### src/rtl/mult_accumulator_if.sv
// Product-in / block-sum-out handshake bundle for mult_accumulator.
// slave = accumulator side, master = producer/consumer side.
interface mult_accumulator_if #(
  parameter int unsigned PROD_W = 64,
  parameter int unsigned ACC_W  = 72
);
  logic              in_valid;
  logic              in_ready;
  logic [PROD_W-1:0] in_prod;
  logic              clear;
  logic              out_valid;
  logic              out_ready;
  logic [ACC_W-1:0]  out_sum;
  logic              out_ovf;

  modport slave (
    input  in_valid, in_prod, clear, out_ready,
    output in_ready, out_valid, out_sum, out_ovf
  );

  modport master (
    output in_valid, in_prod, clear, out_ready,
    input  in_ready, out_valid, out_sum, out_ovf
  );
endinterface

### src/rtl/mult_accumulator.sv
// Sums N consecutive signed products into an ACC_W-bit block result with overflow flag.
// Optional macro ACC_SATURATE_EN: each add clamps to the signed ACC_W range instead of wrapping.
module mult_accumulator #(
  parameter int unsigned PROD_W = 64,
  parameter int unsigned ACC_W  = 72,
  parameter int unsigned N      = 16
) (
  input logic               clk,
  input logic               rst,
  mult_accumulator_if.slave bus
);

  localparam int unsigned CNT_W = $clog2(N) + 1;

  typedef enum logic {ACCUM, HOLD} state_t;

  state_t             state_q, state_d;
  logic [ACC_W-1:0]   acc_q, acc_d;
  logic [CNT_W-1:0]   cnt_q, cnt_d;
  logic               ovf_q, ovf_d;
  logic [ACC_W-1:0]   out_sum_q, out_sum_d;
  logic               out_ovf_q, out_ovf_d;
  logic               out_valid_q, out_valid_d;

  logic [ACC_W-1:0]   prod_ext;
  logic [ACC_W-1:0]   sum_raw;
  logic [ACC_W-1:0]   sum_next;
  logic               add_ovf;
  logic               beat;
  logic               last_beat;

  assign prod_ext  = ACC_W'($signed(bus.in_prod));
  assign sum_raw   = acc_q + prod_ext;
  // Signed overflow: operands agree in sign but the result does not.
  assign add_ovf   = (acc_q[ACC_W-1] == prod_ext[ACC_W-1]) &&
                     (sum_raw[ACC_W-1] != acc_q[ACC_W-1]);
  assign beat      = bus.in_valid && (state_q == ACCUM);
  assign last_beat = (cnt_q == CNT_W'(N - 1));

`ifdef ACC_SATURATE_EN
  localparam logic [ACC_W-1:0] ACC_MAX = {1'b0, {(ACC_W-1){1'b1}}};
  localparam logic [ACC_W-1:0] ACC_MIN = {1'b1, {(ACC_W-1){1'b0}}};
  assign sum_next = add_ovf ? (acc_q[ACC_W-1] ? ACC_MIN : ACC_MAX) : sum_raw;
`else
  assign sum_next = sum_raw;
`endif

  always_comb begin
    state_d     = state_q;
    acc_d       = acc_q;
    cnt_d       = cnt_q;
    ovf_d       = ovf_q;
    out_sum_d   = out_sum_q;
    out_ovf_d   = out_ovf_q;
    out_valid_d = out_valid_q;
    case (state_q)
      ACCUM: begin
        // clear takes priority: a beat in the same cycle is consumed and dropped
        if (bus.clear) begin
          acc_d = '0;
          cnt_d = '0;
          ovf_d = 1'b0;
        end else if (beat) begin
          if (last_beat) begin
            out_sum_d   = sum_next;
            out_ovf_d   = ovf_q | add_ovf;
            out_valid_d = 1'b1;
            acc_d       = '0;
            cnt_d       = '0;
            ovf_d       = 1'b0;
            state_d     = HOLD;
          end else begin
            acc_d = sum_next;
            cnt_d = cnt_q + CNT_W'(1);
            ovf_d = ovf_q | add_ovf;
          end
        end
      end
      HOLD: begin
        if (bus.out_ready) begin
          out_valid_d = 1'b0;
          state_d     = ACCUM;
        end
      end
      default: state_d = ACCUM;
    endcase
  end

  always_ff @(posedge clk or posedge rst) begin
    if (rst) begin
      state_q     <= ACCUM;
      acc_q       <= '0;
      cnt_q       <= '0;
      ovf_q       <= 1'b0;
      out_sum_q   <= '0;
      out_ovf_q   <= 1'b0;
      out_valid_q <= 1'b0;
    end else begin
      state_q     <= state_d;
      acc_q       <= acc_d;
      cnt_q       <= cnt_d;
      ovf_q       <= ovf_d;
      out_sum_q   <= out_sum_d;
      out_ovf_q   <= out_ovf_d;
      out_valid_q <= out_valid_d;
    end
  end

  assign bus.in_ready  = (state_q == ACCUM);
  assign bus.out_valid = out_valid_q;
  assign bus.out_sum   = out_sum_q;
  assign bus.out_ovf   = out_ovf_q;

endmodule

### src/flat_wrapper.sv
// flat-port wrapper written by rule: the top's interface ports become plain ports
module mult_accumulator_flat 
#(
  parameter int unsigned PROD_W = 64,
  parameter int unsigned ACC_W  = 72,
  parameter int unsigned N      = 16
)
  (clk, rst, bus_in_valid, bus_in_prod, bus_clear, bus_out_ready, bus_in_ready, bus_out_valid, bus_out_sum, bus_out_ovf);
  mult_accumulator_if #(.PROD_W(PROD_W), .ACC_W(ACC_W)) bus_i ();
  input logic clk;
  input logic rst;
  input wire logic [$bits(bus_i.in_valid)-1:0] bus_in_valid;
  input wire logic [$bits(bus_i.in_prod)-1:0] bus_in_prod;
  input wire logic [$bits(bus_i.clear)-1:0] bus_clear;
  input wire logic [$bits(bus_i.out_ready)-1:0] bus_out_ready;
  output wire logic [$bits(bus_i.in_ready)-1:0] bus_in_ready;
  output wire logic [$bits(bus_i.out_valid)-1:0] bus_out_valid;
  output wire logic [$bits(bus_i.out_sum)-1:0] bus_out_sum;
  output wire logic [$bits(bus_i.out_ovf)-1:0] bus_out_ovf;
  assign bus_i.in_valid = bus_in_valid;
  assign bus_i.in_prod = bus_in_prod;
  assign bus_i.clear = bus_clear;
  assign bus_i.out_ready = bus_out_ready;
  assign bus_in_ready = bus_i.in_ready;
  assign bus_out_valid = bus_i.out_valid;
  assign bus_out_sum = bus_i.out_sum;
  assign bus_out_ovf = bus_i.out_ovf;
  mult_accumulator #(.PROD_W(PROD_W), .ACC_W(ACC_W), .N(N)) u_core (.clk(clk), .rst(rst), .bus(bus_i));
endmodule
### config.mk
export PLATFORM = sky130hd
export DESIGN_NAME = mult_accumulator_flat
export DESIGN_NICKNAME = d
export VERILOG_FILES = /design/src/rtl/mult_accumulator_if.sv /design/src/rtl/mult_accumulator.sv /design/src/flat_wrapper.sv
export SDC_FILE = /design/constraint.sdc
export NUM_CORES = 1
export LEC_CHECK = 0
export ABC_AREA = 1
export CORE_UTILIZATION = 35
export CTS_CLUSTER_DIAMETER = 30
export DETAILED_ROUTE_END_ITERATION = 8
export PLACE_DENSITY_LB_ADDON = 0.2
export SLEW_MARGIN = 0
export SYNTH_ARGS = -nofsm -noshare
export SYNTH_HDL_FRONTEND = slang
export SYNTH_SLANG_ARGS = --single-unit
### constraint.sdc
create_clock -name clk -period 9.7 [get_ports clk]
set_clock_uncertainty 0.1 [all_clocks]
set_input_delay 1.94 -clock clk [delete_from_list [all_inputs] [get_ports clk]]
set_output_delay 1.94 -clock clk [all_outputs]
set_load 0.005 [all_outputs]
# == Word-level counts from Yosys, hierarchy flattened ==
# Cells that the tools add are included.
# word_totals
ff_bits,153
latchBits,0
mem_bits_rw,0
mem_bits_ro,0
out_inout_bits,75
mem_count,0
# op_classes
n_addsub,2
multipliers,0
div_mod_pow,0
magnitude_cmp,0
eq_ne,7
n_shift,0
mux,19
n_bitwise,3
reduce_logical,6
# ops
op,n
72-bit two-way mux,3
72-bit adder,1
5-bit two-way mux,3
1-bit two-way mux,11
4-bit AND reduction,2
5-bit by 1-bit adder with 5-bit output (second input constant),1
5-bit by 4-bit equality test with 1-bit output (second input constant),1
2-bit by 1-bit inequality test with 1-bit output (second input constant),2
2-bit inequality test (second input constant),2
1-bit case mux with 2 select lines,2
1-bit logical AND,2
1-bit NOT,2
2-bit AND reduction,1
2-bit nonzero test,1
1-bit equality test,1
1-bit inequality test,1
1-bit OR,1

# == Logic depth before layout (Yosys ltp) ==
# depth
ltp_word,7
depth_mapped,17
depth_no_buf,17

# == Worst setup path after synthesis ==
# No wires, ideal clock.
# synth_timing
path_type,input to register
startpoint,in bus_in_prod[0]
endpoint,reg u_core.acc_q[60]
setup_ps,117
t_arrival_ps,3541
path_slack_ps,5941
cell_stages,17
path_cell_list,ha_1 inv_1 fa_1 inv_1 nand3_1 nand2_2 nand2_2 nand3_4 nand2_2 nand2_2 nand2_1 nand2_2 nand3_1 nand2_1 nand2_1 nand3_1 nand2_1
# synth_between
elab_chain_len,4
# synth_lines
element,line_no,text
start: declaration,flat_wrapper.sv:13,input wire logic [$bits(bus_i.in_prod)-1:0] bus_in_prod;
72-bit adder,mult_accumulator.sv:33,assign sum_raw = acc_q + prod_ext;
72-bit two-way mux,mult_accumulator.sv:64,if (last_beat) begin
72-bit two-way mux,mult_accumulator.sv:63,end else if (beat) begin
72-bit two-way mux,mult_accumulator.sv:59,if (bus.clear) begin
end signal: assignment,mult_accumulator.sv:92,acc_q <= '0;
end signal: assignment,mult_accumulator.sv:100,acc_q <= acc_d;
end: declaration,mult_accumulator.sv:18,"logic [ACC_W-1:0] acc_q, acc_d;"
# Every way passes these cells. The select of a mux whose other input is x is not followed.
# A chain may end at the register's enable or synchronous reset.

# == Final worst setup path ==
# layout_timing
startpoint,in bus_in_prod[26]
endpoint,reg u_core.acc_q[67]
# Same word-level chain as after synthesis.

==> metrics.yaml <==
fillers: 3565
cp.arrival_ns: 4.72
power_density_nw_per_um2: 159.6
crit_slowest_cell: "a21oi_1"
layout.cells.non_filler: 2394
syn_area_per_cell_sq_um: 6.532
synth-seq-area-share: 0.3255
totalWireLength_mm: 45.17
critPathMostFrequentCell: "nand2_1"
leakage_nw: 7.263
status: "completed"
die-width_microns: 185.3
fmax_mhz: 224.1
postCtsSetupRepairBufs: 0
port_buffers: 143
antennaDiodeCount: 0
hold_depth: 1
fin_util: 0.4357
postSynthRegisterBits: 153
period_share: 0.4601
slowest_delay_ns: 0.61
clkSinkCount: 153
sw_frac_of_total: 0.4016
h-tree-depth: 4
routed_via_density: 4.983
clkLatencyLatePin_ns: 0.47
path_cells: "clkdlybuf4s50_1 > ha_1 > a21oi_1 > o21ai_0 > nand2b_1 > a21oi_1 > nand2_1 > nand2_1 > nand4_1 > nand3_1 > nand2_1"
place_inst: 2362
rsz0062_at_grt: "false"
hp-class: "register to register"
finalSetupTns_ns: 0
finalMaxSlewViolations: 0
pin_count: 144
fin_nets: 2081
hold_viol: 0
multi_input_area_sq_um: 6947
area_growth_pct: 21.42
power_frac_comb: 0.370
maxSlewHeadroom: 0.3606
wl_per_cell_microns: 18.87
crit_type: "input pin to register"
regArea_sq_um: 3829
fp.coreArea_sq_um: 32780
postRouteAntennaNets: 0
worstPathRequired_ns: 9.96
yosysWarningCount: 0
ys_types: 43
setup_viol: 0
cts_tree: "built"
netlist_area_sq_um: 11760
dp_hpwl_mm: 36.67
hold_buffers: 0
cp-start-kind: "input pin"
timing.max_cap.violations: 0
critPathCaptureType: "register"
worst_pin_slew_ns: 0.9590
drive_above_1_share: 0.05635
grt_pass1_wl_mm: 68.59
ff2ff_path_depth: 9
dieHeight_microns: 185.3
internal-power_mw: 1.364
crit_fanout: 4
power_frac_clock: 0.317
synth_nets: 1943
cts_max_path_buffers: 2
num_vias: 11929
start_util: 0.3588
gp_congestion: 1.002
grt_max_degree: 88
dieArea_sq_um: 34350
dr.first_iter.drc_count: 785
pwr-share-seq: 0.313
track_usage: 0.2720
overflow: 0
cts-resized-gates: 0
drc: 0
clkTransAtPathRegs_ns: 0.07
cts_buffers: 17
layout_min_cycle_time_ns: 4.463
clockRootBuffer: "clkbuf_16"
netlist_instances: 1801
fp-row-count: 66
grt_antenna_before_repair: 0
peakVddDrop_mv: 0.1259
drt_first_pass_iters: 5
power.net_switching_mw: 0.9154
grt_pass1_vias: 11818
## Yosys cell counts (all sizes together)
master	number	area (sq um)
nand3b	10	75.07
fa	1	20.02
xnor2	23	201.4
or2	4	25.02
nand4	21	131.4
nand2	662	2555
nand2b	2	12.51
ha	72	900.9
nor4	4	25.02
o21ai	113	580.6
inv	230	863.3
dfrtp	153	3829
o21bai	21	172.7
nor2	182	733.2
a32o	1	10.01
a21oi	106	553.0
nor3	11	66.32
a21o	5	37.54
clkbuf	19	71.32
o21a	3	22.52
o22ai	2	12.51
nand3	132	703.2
a21boi	2	15.01
buf	11	57.56
a211oi	1	7.510
xor2	9	78.83
clkinv	1	3.750
## power by group through the flow
| stage | clock, mW | combinational, mW | sequential (mW) |
|---|---|---|---|
| after floorplan | 0 | 0.565 | 0.716 |
| after global placement | 0 | 0.834 | 0.724 |
| after detailed placement | 0 | 0.834 | 0.725 |
| after CTS | 0.734 | 0.838 | 0.713 |
| after global routing | 0.758 | 0.936 | 0.719 |
| final | 0.722 | 0.843 | 0.714 |
## cells in the final DEF (no fill, tap or decap), types with 6 or more instances in the layout
master	n
buf_4	6
nor2_2	14
o21bai_1	19
xnor2_1	23
xor2_1	9
inv_1	219
o21ai_0	94
nand3_1	125
a21oi_1	102
nand2_1	638
nand3_2	6
dfrtp_1	153
ha_1	72
clkdlybuf4s50_1	143
inv_2	10
nand4_1	21
nand3b_1	10
o21ai_1	15
nand2_2	22
nor3_1	10
clkbuf_16	17
nor2_1	165
## sequential cells by signal, indices dropped and copies added (netlist names)
name,count
u_core.bus.out_sum,72
u_core.bus.out_ovf,1
u_core.acc_q,72
u_core.state_q,1
u_core.cnt_q,5
u_core.bus.out_valid,1
u_core.ovf_q,1
## metrics by stage
step / hold slack, ns / area, sq um / setup WS (ns) / power [mW]
after floorplan: 0.3376 / 11760 / 3.539 / 1.281
after detailed placement: 0.3645 / 13680 / 4.895 / 1.559
after global placement: 0.3459 / 13680 / 4.813 / 1.558
final: 0.3660 / 14280 / 5.237 / 2.279
after CTS: 0.3678 / 14280 / 5.368 / 2.286
after global routing: 0.3792 / 14280 / 5.153 / 2.413
## cell type report
| type | count | share of cell area |
|---|---|---|
| Multi-Input combinational cell | 1387 | 0.4863 |
| Sequential cell | 153 | 0.2680 |
| Timing Repair Buffer | 149 | 0.1034 |
| Inverter | 231 | 0.06105 |
| Tap cell | 442 | 0.03872 |
| Clock buffer | 18 | 0.03075 |
| Clock inverter | 14 | 0.01174 |
## final timing paths
kind	from	endpoint	slack (ns)
worst min register to register	u_core.state_q$_DFF_PP0_	u_core.bus.out_valid$_DFFE_PP0P_	0.37
worst max register to register	u_core.cnt_q[0]$_DFFE_PP0P_	u_core.bus.out_sum[4]$_DFFE_PP0P_	6.71
worst max-delay path	bus_in_prod[26]	u_core.acc_q[67]$_DFFE_PP0P_	5.24
max in group asynchronous	rst	u_core.acc_q[68]$_DFFE_PP0P_	6.15
min in group asynchronous	rst	u_core.bus.out_sum[36]$_DFFE_PP0P_	1.88
worst min-delay path	u_core.state_q$_DFF_PP0_	u_core.bus.out_valid$_DFFE_PP0P_	0.37
## cells by family after synthesis
kind of cell | after synthesis | synth area share
buffers and inverters | 261 | 0.08466
xor gates and xnor gates | 32 | 0.02382
adders and majority gates | 73 | 0.07828
and+or+nand+nor | 1028 | 0.3678
DFF | 153 | 0.3255
AOI/OAI and AO/OA | 254 | 0.1200
## per-layer routing
metal	global-route usage	routed length, microns	vias to the layer above
met5	0	0	-
met4	0.08760	1079	0
met3	0.05387	2809	43
met2	0.4217	19650	308
met1	0.3762	21630	5552
li1	-	-	6026
## critical path: cells and delay by family
family | cells | cell delay, ns
AOI/OAI and AO/OA | 3 | 1.04
adders and majority gates | 1 | 0.39
buffers and inverters | 1 | 0.42
and+or+nand+nor | 6 | 0.94
Power figures use the tool's default switching activity.
